<file path="config.mk">
export PLATFORM = sky130hd
export DESIGN_NAME = alu_issue_ctrl
export DESIGN_NICKNAME = d
export VERILOG_FILES = /design/src/rtl/alu_issue_ctrl.sv
export SDC_FILE = /design/constraint.sdc
export NUM_CORES = 1
export LEC_CHECK = 0
export CAP_MARGIN = 5
export CORE_ASPECT_RATIO = 0.6
export CORE_UTILIZATION = 35
export DETAILED_ROUTE_END_ITERATION = 7
export GPL_ROUTABILITY_DRIVEN = 0
export PLACE_DENSITY = 0.61
export REMOVE_ABC_BUFFERS = 1
export SYNTH_ARGS = -nofsm -noshare
export SYNTH_HDL_FRONTEND = slang
export SYNTH_SLANG_ARGS = --single-unit
</file>
<file path="constraint.sdc">
create_clock -name CLK -period 3 [get_ports CLK]
set_input_delay 0.45 -clock CLK [delete_from_list [all_inputs] [get_ports CLK]]
set_output_delay 0.45 -clock CLK [all_outputs]
set_load 0.01 [all_outputs]
</file>
<file path="src/rtl/alu_issue_ctrl.sv">
// rtl/alu_issue_ctrl.sv - ALU command FIFO plus single-outstanding issue/wait sequencer
module alu_issue_ctrl #(
  parameter int Width   = 16,
  parameter int DEPTH   = 4,
  parameter int TIMEOUT = 8
) (
  input  logic             CLK,
  input  logic             RST,
  input  logic             IN_Valid,
  output logic             IN_Ready,
  input  logic [Width-1:0] IN_A,
  input  logic [Width-1:0] IN_B,
  input  logic [3:0]       IN_FUN,
  output logic [Width-1:0] A,
  output logic [Width-1:0] B,
  output logic [1:0]       ALU_FUN,
  output logic             Arith_Enable,
  output logic             Logic_Enable,
  output logic             CMP_Enable,
  output logic             Shift_Enable,
  input  logic             Unit_Flag,
  output logic             Op_Done,
  output logic             Timeout_Err,
  output logic             Busy
);

  localparam int AW = (DEPTH > 1) ? $clog2(DEPTH) : 1;
  localparam int CW = $clog2(DEPTH + 1);
  localparam int TW = $clog2(TIMEOUT + 1);

  typedef enum logic [1:0] {IDLE, ISSUE, WAIT} state_t;

  state_t           state;
  logic [Width-1:0] fifo_a [DEPTH];
  logic [Width-1:0] fifo_b [DEPTH];
  logic [3:0]       fifo_f [DEPTH];
  logic [AW-1:0]    wr_ptr;
  logic [AW-1:0]    rd_ptr;
  logic [CW-1:0]    count;
  logic [TW-1:0]    tmo_cnt;
  logic             push;
  logic             pop;

  // Ready looks only at the stored count, so a slot freed by a same-edge pop is not reused.
  assign IN_Ready = (count != CW'(DEPTH));
  assign push     = IN_Valid && IN_Ready;
  assign pop      = (state == IDLE) && (count != '0);
  assign Busy     = (count != '0) || (state != IDLE);

  always_ff @(posedge CLK) begin
    if (RST) begin
      state        <= IDLE;
      wr_ptr       <= '0;
      rd_ptr       <= '0;
      count        <= '0;
      tmo_cnt      <= '0;
      A            <= '0;
      B            <= '0;
      ALU_FUN      <= '0;
      Arith_Enable <= 1'b0;
      Logic_Enable <= 1'b0;
      CMP_Enable   <= 1'b0;
      Shift_Enable <= 1'b0;
      Op_Done      <= 1'b0;
      Timeout_Err  <= 1'b0;
    end else begin
      if (push) begin
        fifo_a[wr_ptr] <= IN_A;
        fifo_b[wr_ptr] <= IN_B;
        fifo_f[wr_ptr] <= IN_FUN;
        wr_ptr         <= wr_ptr + 1'b1;
      end
      if (pop) begin
        rd_ptr <= rd_ptr + 1'b1;
      end
      case ({push, pop})
        2'b10:   count <= count + 1'b1;
        2'b01:   count <= count - 1'b1;
        default: count <= count;
      endcase

      Arith_Enable <= 1'b0;
      Logic_Enable <= 1'b0;
      CMP_Enable   <= 1'b0;
      Shift_Enable <= 1'b0;
      Op_Done      <= 1'b0;

      case (state)
        IDLE: begin
          if (pop) begin
            A       <= fifo_a[rd_ptr];
            B       <= fifo_b[rd_ptr];
            ALU_FUN <= fifo_f[rd_ptr][1:0];
            case (fifo_f[rd_ptr][3:2])
              2'b00:   Arith_Enable <= 1'b1;
              2'b01:   Logic_Enable <= 1'b1;
              2'b10:   CMP_Enable   <= 1'b1;
              default: Shift_Enable <= 1'b1;
            endcase
            state <= ISSUE;
          end
        end
        ISSUE: begin
          tmo_cnt <= '0;
          state   <= WAIT;
        end
        WAIT: begin
          if (Unit_Flag) begin
            Op_Done <= 1'b1;
            state   <= IDLE;
          end else if (tmo_cnt == TW'(TIMEOUT - 1)) begin
            tmo_cnt     <= tmo_cnt + 1'b1;
            Timeout_Err <= 1'b1;
            state       <= IDLE;
          end else begin
            tmo_cnt <= tmo_cnt + 1'b1;
          end
        end
        default: state <= IDLE;
      endcase
    end
  end

endmodule

</file>
## Word level (Yosys, flattened, before mapping)

Memories as Yosys holds them, arrays and structs flattened. A register that Yosys moved wholly into a read port is not among the register bits.
Cells that the tools add are included.

| operators by class | value |
|---|---|
| bitwise gates (word level) | 4 |
| multiplexer cells | 17 |
| reduce and logical (&&, ||, !) cells | 16 |
| $add $sub $neg | 5 |
| eq/ne operators | 11 |

Operators with widths:

| operator | count |
|---|---|
| $mux 2 | 5 |
| $mux 1 | 8 |
| $pmux 4 s2 | 1 |
| $eq 2x1->1 const B | 3 |
| $eq 2x2->1 const B | 3 |
| $ne 3x3->1 const B | 2 |
| $pmux 2 s3 | 1 |
| $pmux 3 s2 | 1 |
| $reduce_and 2->1 | 3 |
| $reduce_bool 2->1 | 3 |
| $reduce_or 3->1 | 2 |
| $add 2x1->2 const B | 2 |
| $add 4x1->4 const B | 1 |
| $eq 4x3->1 const B | 1 |
| $logic_not 2->1 | 2 |
| $mux 4 | 1 |
| $ne 2x2->1 const B | 2 |
| $not 1->1 | 4 |
| $add 3x1->3 const B | 1 |
| $reduce_and 3->1 | 1 |
| $reduce_bool 3->1 | 1 |
| $sub 3x1->3 const B | 1 |
| $logic_and 1x1->1 | 2 |
| $reduce_or 2->1 | 1 |
| $logic_or 1x1->1 | 1 |

| word-level totals | value |
|---|---|
| memories | 3 |
| register bits after elaboration | 21 |
| output and inout bits | 42 |
| logic and storage cells | 68 |
| bits of input ports | 40 |
| bits in writable memories | 144 |

Memory list:

| name | depth | bits a word | read ports | clocked after memory_dff | write ports | line | source |
|---|---|---|---|---|---|---|---|
| fifo_a | 4 | 16 | 1 | 1 | 1 | 34 | `logic [Width-1:0] fifo_a [DEPTH];` |
| fifo_b | 4 | 16 | 1 | 1 | 1 | 35 | `logic [Width-1:0] fifo_b [DEPTH];` |
| fifo_f | 4 | 4 | 1 | 1 | 1 | 36 | `logic [3:0] fifo_f [DEPTH];` |

## Longest topological paths before layout

Gate-level depths: netlist of the first run.

| logic depth | value |
|---|---|
| depth in word-level cells | 5 |
| gate-level depth with buffers | 9 |
| gate-level depth less buffers | 9 |

## Worst setup path before layout of the first run

Ideal clock, no wire load.

| timing | value |
|---|---|
| path type | input port to flip-flop |
| start | in RST |
| end | mem fifo_a[0][0] (enable) |
| path buffers | 1 |
| setup time | 0.397 ns |
| data required time | 2.603 ns |
| slack | 0.835 ns |
| data arrival time | 1.768 ns |
| cell stages on the path | 3 |
| cell sequence | clkbuf_8 nor3_1 and2_1 |

| between the ends | value |
|---|---|
| word-level cells in the longest chain between the ends | 2 |

Ends and longest elaborated chain:

| element | line | source |
|---|---|---|
| from (decl) | 8 | `input logic RST,` |
| $mux 1 | 51 | `if (RST) begin` |
| $mux 1 (not written as such) | 68 | `fifo_a[wr_ptr] <= IN_A;` |
| to (decl) | 34 |  |

No other way between the ends.

## Worst setup path after layout of the first run

| timing | value |
|---|---|
| start | reg count[2] |
| end | reg count[2] |

| between the ends | value |
|---|---|
| word-level cells in the longest chain between the ends | 4 |
| elaborated cells between the ends (all ways) | 10 |
| those cells by class | add/sub (2); eq/ne (3); mux (1); reduce/logical (4) |

Ends and longest elaborated chain:

| element | line | source |
|---|---|---|
| from (decl) | 39 | `logic [CW-1:0] count;` |
| from (signal assigned) | 77 | `2'b10: count <= count + 1'b1;` |
| from (signal assigned) | 78 | `2'b01: count <= count - 1'b1;` |
| from (signal assigned) | 79 | `default: count <= count;` |
| $ne 3x3->1 / $reduce_bool 3->1 (equally long branches) | 45, 47 |  |
| $logic_and 1x1->1, on equally long branches | 46, 47 |  |
| $eq 2x1->1 / $eq 2x2->1 (equally long branches) | 76 | `case ({push, pop})` |
| $pmux 3 s2 / $reduce_bool 2->1 (equally long branches) | n/a |  |

Several ways; a longest one is shown, not always the timed one.
A chain may end at the register's enable or synchronous reset.

==> summary.md, run 1 <==
| Metric | Value |
|---|---|
| # clock sinks | 199 |
| Main synth FF type | edfxtp_1 |
| Yosys warns | 0 |
| Core ar. | 20300 sq um |
| Initial core utilization | 36.3% |
| Share of cells above drive strength 1 | roughly 22% |
| R2R Path Start | count[2] |
| Critical path startpoint | count[2] |
| Hold crit path type | flip-flop to flip-flop |
| Leak | about 0.0030 uW |
| Stages on the worst setup path | 9 |
| Ranking of synthesized cells by area | edfxtp_1 (59%), dfxtp_1 (15%), mux4_2 (9.2%) |
| Slew margin rel. | 39.1% |
| DIE AREA | between 20000 and 25000 sq um |
| Hold depth | 1 |
| Per-cell routed wire length | between 15 and 20 microns |
| Crit end category | flip-flop |
| Synth area leader | edfxtp_1 |
| Hpwl dp | roughly 8900 microns |
| TritonCTS Buffers | 17 |
| Die Ht | 114 microns |
| Worst hold start | A[2] |
| Vias/cell | 4.91 |
| Terminus of the critical flop-to-flop path | count[2] |
| Setup ws final | between 600 and 700 ps |
| CTS Buffer Depth | 2 |
| Most instantiated library cell after synthesis | edfxtp_1 |
| Worst path bufs/invs | 2 |
| I/O Pins | about 80 |
| CP Launch Type | flip-flop |
| Final min period | around 2400 ps |
| Area Overhead vs Synth | 23.1% |
| GR Util All Layers | between 10% and 20% |
| Routed Antenna Nets | 0 |
| H-tree depth | 4 |
| Hold endpoint | A[2] |
| Total Power | 7780 uW |
| Cell with the largest stage delay on the worst path | dfxtp_1 |
| Global-route wire length before repair | 22100 microns |
| Post-synthesis sequential area ratio | 73.8% |
| Crit-path leading delay family | simple AND/OR/NAND/NOR gates |
| # resized after CTS | 0 |
| ANT cells | 0 |
| Largest net degree at the start of global routing | 37 |
| Max FO, Critical Path | 5 |
| Unrepaired setup endpoints after global routing | no |
| Initial antenna violation count | 0 |
| Worst-skew pair later-pin latency | 430 ps |
| CTS tree | done |
| Tcrit/Tclk final | 79.0% |
| Netlist cell types | 42 |
| #FFs+latches synth | 199 |
| Place WS | about 650 ps |
| Hold_buf cts | 0 |
| Detailed-route DRC error count | 0 |
| Worst EP required | roughly 3400 ps |
| Avg Inst Size Synth | 19.6 sq um |
| Initial DRC Count | 358 |
| FFs w/ async S/R, synth | 0% |
| Die X | around 190 microns |
| Most instantiated cells after synthesis | edfxtp_1 (144), dfxtp_1 (55), mux4_2 (30) |
| Clk pin slew, worst setup/hold paths | 80 ps |
| Cells after synthesis | 376 |
| I/O Buffers | 81 |
| Share of the synthesized area in the top cell type | 58.8% |
| Status | completed |
| Reg2Reg Depth | 9 |
| Postcts setup bufs | 0 |
| Hold Vio Cnt, Final | 0 |
| Vias in the first global route | 3840 |
| Overflow after GRT | 0 |
| Crit path cell chain | nor3b_1 > inv_1 > nand2_1 > ha_1 > inv_1 > fa_1 > xor2_1 > or3_1 > a21oi_1 |
| Fin nets | 513 |
| # setup viols final | 0 |
| Post-Route WL | 14300 microns |
| Via count of the routed design | around 3700 |
| Max-Cap Viols | 0 |
| Most frequent CP cell | inv_1 |
| Final Slew Violations | 0 |
| Setup Crit Path Kind | flip-flop to flip-flop |
| FF-to-FF setup slack | 630 ps |
| Core Util, Final | 44.6% |
| Worst EP arrival | 2720 ps |
| Post-synthesis cell area | 7350 sq um |
| Fill cell count | 1725 |
| Slew @ Worst Pin | just over 900 ps |
| Row cnt | 40 |
| Drt pass-1 iters | 4 |
| Peak supply drop | 450 uV |
| Peak Freq | 422 MHz |
| Hold slack | 483 ps |
| Number of flops mapped to enable cells by yosys | 144 |
| Root buffer cell | clkbuf_16 |
| PwrDens | 860 nW/um^2 |
| TNS Setup | 0 ps |
| CP max stage delay | roughly 400 ps |
| Clock Skew | 24.5 ps |
## layout make-up
cell class	count	area (sq um)	share of cell area [%]
clock inverter	15	155	1.71
multi-input combinational	148	1720	19.0
sequential	199	5430	60.0
clock buffer	17	425	4.70
inverter	11	43.8	0.484
tap	273	342	3.77
timing repair buffer	89	933	10.3
## routing by layer
metal | track usage (%) | up-vias | wire length (microns)
met5 | 0 | - | 0
met1 | 20.7 | 1865 | 7070
met3 | 4.08 | 10 | 1090
met4 | 3.66 | 0 | 112
li1 | - | 1701 | -
met2 | 19.9 | 118 | 5990
## flip-flops by register name, summed over array words and instances, names as in the netlist, 2 cells and up, named ones only
name	cells
fifo_f	16
fifo_a	64
fifo_b	64
ALU_FUN	2
count	3
rd_ptr	2
tmo_cnt	4
A	16
B	16
wr_ptr	2
state	2
## power by group
group / internal (uW) / switching, uW
combinational: 1100 / 925
sequential: 3300 / 266
clock: 1110 / 1080
## metrics by stage
| stage | instances | instance area (sq um) |
|---|---|---|
| 5_1_grt | 752 | 9050 |
| 3_3_place_gp | 720 | 8470 |
| 2_1_floorplan | 358 | 7190 |
| 6_report | 752 | 9050 |
| 3_5_place_dp | 720 | 8470 |
| 4_1_cts | 752 | 9050 |
## kinds of logic (layout without fill, tap and decap cells)
logic type | count (synthesis) | after routing | synth area share [%]
flops | 199 | 199 | 73.8
compound gates | 59 | 59 | 6.54
simple gates | 44 | 44 | 3.97
mux | 36 | 36 | 11.3
buf+inv | 29 | 132 | 2.83
fa+ha+maj | 7 | 7 | 1.29
xor+xnor | 2 | 2 | 0.238
## how the worst max path moves through the flow
stage / end / slack [ps]
floorplan: A[2] / 550
global placement: count[2] / 760
detailed placement: count[2] / 650
CTS: count[2] / 650
global route: count[2] / 440
finish: count[2] / 630
## cells in the final DEF, fill, tap and decap left out, types with 3 or more instances in the layout
master,count
nor3_1,5
clkdlybuf4s50_1,81
inv_8,3
edfxtp_1,144
mux4_2,30
nand3b_1,3
a22o_1,9
inv_1,10
nor3b_1,5
mux4_1,6
buf_4,3
dfxtp_1,53
o21ai_0,9
and2_2,4
a21oi_1,10
buf_12,5
nand3_1,3
nand2_1,3
clkinv_8,3
clkbuf_16,17
and2_1,3
inv_6,5
nor2_1,5
a22o_2,25
ha_1,6
(Power assumes the default switching activity.)
==> inputs of run 2 (changes only) <==
--- a/config.mk
+++ b/config.mk
@@ -10,7 +10,7 @@
 export CORE_UTILIZATION = 35
 export DETAILED_ROUTE_END_ITERATION = 7
 export GPL_ROUTABILITY_DRIVEN = 0
-export PLACE_DENSITY = 0.61
+export PLACE_DENSITY = 0.63
 export REMOVE_ABC_BUFFERS = 1
 export SYNTH_ARGS = -nofsm -noshare
 export SYNTH_HDL_FRONTEND = slang
==> constraint.sdc (replaced) <==
create_clock -name CLK -period 2.1 [get_ports CLK]
set_input_delay 0.315 -clock CLK [delete_from_list [all_inputs] [get_ports CLK]]
set_output_delay 0.315 -clock CLK [all_outputs]
set_load 0.01 [all_outputs]
==> run 2 against run 1 <==
Compared with the run above:
- die area did not move
- critical path type unchanged
- power rose by 46%
- largest power group unchanged
- critical path depth did not move
- first-iteration DRC count fell by 31%
- maximum frequency rose by 16%
- clock-buffer cell count rose by 3
- via count rose by 1.4%
- final cell count rose by 2.5%
- final area rose by 2.6%
- core utilization rose by 1.1 points
==> summary.md, run 2 (synthesized netlist as in run 1, its figures left out) <==
| Metric | Value |
|---|---|
| Largest net degree at the start of global routing | 37 |
| Post-Route WL | between 10000 and 15000 microns |
| Max-Cap Viols | 0 |
| GR Util All Layers | between 10 and 15% |
| Row cnt | 40 |
| Vias/cell | 4.86 |
| Clock Skew | 12.5 ps |
| Leak | 0.00308 uW |
| I/O Pins | 82 |
| Drt pass-1 iters | 4 |
| Commonest cells after routing, fill and taps aside | edfxtp_1 (144), clkdlybuf4s50_1 (81), dfxtp_1 (50) |
| Total Power | 11400 uW |
| Peak supply drop | ~610 uV |
| # setup viols final | 0 |
| Tcrit/Tclk final | 97.7% |
| Share of cells above drive strength 1 | 27.5% |
| Fill cell count | 1721 |
| Fin nets | 532 |
| Max FO, Critical Path | 5 |
| Root buffer cell | clkbuf_16 |
| Area of placed instances | 8630 sq um |
| Die Ht | 114 microns |
| Vias in the first global route | roughly 3900 |
| DIE AREA | 21600 sq um |
| Slew margin rel. | 71.3% |
| Final min period | 2050 ps |
| Commonest non-fill, non-tap cell in the layout | edfxtp_1 |
| I/O Buffers | 81 |
| CP Launch Type | flip-flop |
| Routed Antenna Nets | 0 |
| Clk pin slew, worst setup/hold paths | 80 ps |
| Setup Crit Path Kind | flip-flop to flip-flop |
| Detailed-route DRC error count | 0 |
| Worst EP arrival | 2360 ps |
| Hold crit path type | flip-flop to flip-flop |
| Per-cell routed wire length | 19.0 microns |
| Crit end category | flip-flop |
| Final Slew Violations | 0 |
| # clock sinks | 199 |
| Slew @ Worst Pin | 430 ps |
| TritonCTS Buffers | 17 |
| CTS Buffer Depth | 2 |
| ANT cells | 0 |
| Core Util, Final | between 40 and 50% |
| Regs by FF count | fifo_a x64, fifo_b x64 |
| Hpwl dp | around 9600 microns |
| Hold_buf cts | 0 |
| Hold Vio Cnt, Final | 0 |
| Peak Freq | 488 MHz |
| Die X | 189 microns |
| Status | completed |
| Core ar. | around 20000 sq um |
| Global-route wire length before repair | approximately 23000 microns |
| Worst-skew pair later-pin latency | about 430 ps |
| CTS tree | done |
| PwrDens | 1220 nW/um^2 |
| Hold slack | 479 ps |
| Initial core utilization | a little over a third |
| Initial antenna violation count | 0 |
| Unrepaired setup endpoints after global routing | yes |
| Initial DRC Count | 246 |
| Via count of the routed design | 3746 |
| Cell area after layout | a little over 9000 sq um |
| Area Overhead vs Synth | 26.3% |
| Overflow after GRT | 0 |
| Worst EP required | 2410 ps |
| H-tree depth | 4 |
-- run 2: worst paths after layout --
path              startpoint       end  slack [ps]  cells past startpoint
setup reg to reg    count[1]  count[2]          50                      9
setup / recovery    count[1]  count[2]          50                      9
hold reg to reg        B[15]     B[15]         480                      1
hold / removal         B[15]     B[15]         480                      1
-- run 2: layout make-up --
| type | instances | area [sq um] | area share, % |
|---|---|---|---|
| clock inverters | 12 | 106 | 1.15 |
| well taps | 273 | 342 | 3.68 |
| flip-flops and latches | 199 | 5430 | 58.5 |
| multi-input cells | 148 | 1770 | 19.0 |
| inverters | 11 | 43.8 | 0.472 |
| clock buffers | 20 | 468 | 5.04 |
| repair buffers | 108 | 1130 | 12.1 |
-- run 2: per-stage QoR --
stage / setup TNS, ps / setup WS (ps) / std cells
3_3_place_gp: 0 / 21.5 / 735
3_5_place_dp: -122 / -122 / 735
4_1_cts: 0 / 9.02 / 767
2_1_floorplan: -9660 / -346 / 358
5_1_grt: -69.3 / -69.3 / 771
6_report: 0 / 49.3 / 771
-- run 2: timing repair --
item / 4_1_cts / 5_1_grt
cloned: 0 / 0
endpoints found under the setup margin: 2 / 2
setup buffers: 0 / 4
pin swaps: 1 / 3
resized for setup: 8 / 5
-- run 2: per-layer routing --
| metal | vias up | track usage (%) | wire [microns] |
|---|---|---|---|
| met3 | 14 | 4.01 | 946 |
| li1 | 1739 | - | - |
| met4 | 0 | 4.62 | 159 |
| met1 | 1876 | 21.0 | 7170 |
| met5 | - | 0 | 0 |
| met2 | 117 | 20.2 | 6370 |
-- run 2: power by group --
group / switching, uW / internal, uW
combinational: 1450 / 1730
sequential: 300 / 4720
clock: 1500 / 1660
total: 3240 / 8120
-- run 2: worst max-delay path: stages, from the launching register on --
cell	delay, ps
dfxtp_2	360
nor3b_4	240
inv_2	80
nand2_1	80
ha_2	180
inv_1	50
fa_2	340
xor2_2	160
o21ai_0	330
a21oi_2	110
==> inputs of run 3 (changes only) <==
--- a/config.mk
+++ b/config.mk
@@ -7,10 +7,10 @@
 export LEC_CHECK = 0
 export CAP_MARGIN = 5
 export CORE_ASPECT_RATIO = 0.6
-export CORE_UTILIZATION = 35
+export CORE_UTILIZATION = 45
 export DETAILED_ROUTE_END_ITERATION = 7
 export GPL_ROUTABILITY_DRIVEN = 0
-export PLACE_DENSITY = 0.63
+export PLACE_DENSITY = 0.76
 export REMOVE_ABC_BUFFERS = 1
 export SYNTH_ARGS = -nofsm -noshare
 export SYNTH_HDL_FRONTEND = slang
==> run 3 against run 2 <==
Compared with the run above:
- die area is 22% lower
- critical path depth is 5 lower
- non-clock buffer count is 2 lower
- maximum frequency is 1.4% higher
- core utilization is 13 points higher
- first-iteration DRC count is 4.9% higher
- sequential cell count stayed put
- via count is 1.8% higher
- sequential share of layout area is 0.87 points higher
- wire length is 4.8% lower
- register-to-register slack better by 30 ps
- worst hold slack worse by 2.7 ps
- critical path type is now flip-flop to primary output
- critical endpoint is now IN_Ready
- largest cell class unchanged
==> summary.md, run 3 (synthesized netlist as in run 1, its figures left out) <==
| Metric | Value |
|---|---|
| Hold crit path type | flip-flop to flip-flop |
| Commonest cells after routing, fill and taps aside | edfxtp_1 (144), clkdlybuf4s50_1 (81), dfxtp_1 (50) |
| Area Overhead vs Synth | 24.5% |
| Fin cells | 699 |
| Peak Freq | 494 MHz |
| Vias in the first global route | 3841 |
| Drt pass-1 iters | 4 |
| Overflow after GRT | 0 |
| Status | completed |
| Hpwl dp | 8720 microns |
| Fin nets | 530 |
| Core ar. | 15600 sq um |
| # clock sinks | between 150 and 200 |
| DIE AREA | 16900 sq um |
| I/O Pins | slightly above 80 |
| Worst EP required | between 1500 and 2000 ps |
| Root buffer cell | clkbuf_16 |
| Post-Route WL | 13900 microns |
| ANT cells | 0 |
| Slew margin rel. | 70.2% |
| Max FO, Critical Path | 5 |
| Setup Crit Path Kind | flip-flop to primary output |
| Global-route wire length before repair | 21700 microns |
| Worst EP arrival | between 1500 and 2000 ps |
| Via count of the routed design | 3815 |
| Largest net degree at the start of global routing | 37 |
| Cell area after layout | between 9000 and 10000 sq um |
| Final min period | between 2000 and 2500 ps |
| Row cnt | 35 |
| Tcrit/Tclk final | 96.3% |
| Slew @ Worst Pin | 448 ps |
| CP Launch Type | flip-flop |
| Hold Vio Cnt, Final | 0 |
| Per-cell routed wire length | roughly 20 microns |
| Initial DRC Count | 258 |
| CTS tree | done |
| Share of cells above drive strength 1 | 26.8% |
| # setup viols final | 0 |
| Core Util, Final | 58.6% |
| Leak | between 0.003 and 0.004 uW |
| TritonCTS Buffers | 17 |
| Commonest non-fill, non-tap cell in the layout | edfxtp_1 |
| Regs by FF count | fifo_a x64, fifo_b x64 |
| Initial core utilization | 47.0% |
| CTS Buffer Depth | 2 |
| Unrepaired setup endpoints after global routing | yes |
| Die Ht | 101 microns |
| H-tree depth | 4 |
| Worst-skew pair later-pin latency | 430 ps |
| GR Util All Layers | 17.5% |
| Hold slack | 477 ps |
| Peak supply drop | 583 uV |
| Detailed-route DRC error count | 0 |
| Clk pin slew, worst setup/hold paths | 70 ps |
| Crit end category | primary output |
| Routed Antenna Nets | 0 |
| Clock Skew | 11.7 ps |
| PwrDens | 1240 nW/um^2 |
| Vias/cell | roughly 5.5 |
| Max-Cap Viols | 0 |
| Area of placed instances | 8490 sq um |
| Die X | about 170 microns |
| Initial antenna violation count | 0 |
| Total Power | 11300 uW |
| I/O Buffers | 81 |
| Final Slew Violations | 0 |
| DP Cell Count | 661 |
==> run 3: layout make-up <==
type | count | area, sq um
fill | 1129 | 6480
sequential | 199 | 5440
multi-input combinational | 148 | 1770
timing repair buffer | 106 | 1090
clock buffer | 18 | 429
tap | 203 | 254
clock inverter | 14 | 140
inverter | 11 | 43.8
==> run 3: metal layers <==
| layer | GRT usage (%) | part of all wire [%] | wire (microns) |
|---|---|---|---|
| met2 | 26.9 | 46 | 6380 |
| met1 | 24.7 | 48 | 6640 |
| met4 | 4.06 | 0.46 | 64 |
| met5 | 0 | 0 | 0 |
| met3 | 5.26 | 6.1 | 852 |
==> run 3: what timing repair did <==
item                       4_1_cts  5_1_grt
buffers inserted                 0        6
setup endpoints to repair        2        2
pin swaps                        0        4
hold buffers                     0        0
resized for setup                2       13
==> run 3: power by group <==
part           leakage, uW  switching [uW]  internal (uW)
sequential         0.00176             295           4730
combinational      0.00102            1440           1750
clock             0.000263            1470           1670
total              0.00304            3200           8140
==> run 3: metrics by stage <==
stage / TNS, ps / setup WS, ps
after floorplan: -9660 / -346
after global placement: 0 / 19.1
after detailed placement: -119 / -119
after CTS: -66.7 / -42.7
after global routing: -7.97 / -7.97
final: 0 / 77.2
==> run 3: worst paths after layout <==
kind / start / endpoint / slack (ps) / cells after the start
max reg2reg: count[1] / count[2] / 80 / 9
max: count[1] / IN_Ready / 80 / 4
min reg2reg: A[0] / A[0] / 480 / 1
min: A[0] / A[0] / 480 / 1
==> run 3: worst max-delay path, cell delays in order, from the launching register on <==
cell	delay (ps)
dfxtp_4	370
nor3b_4	220
inv_2	80
buf_4	130
clkdlybuf4s50_1	480
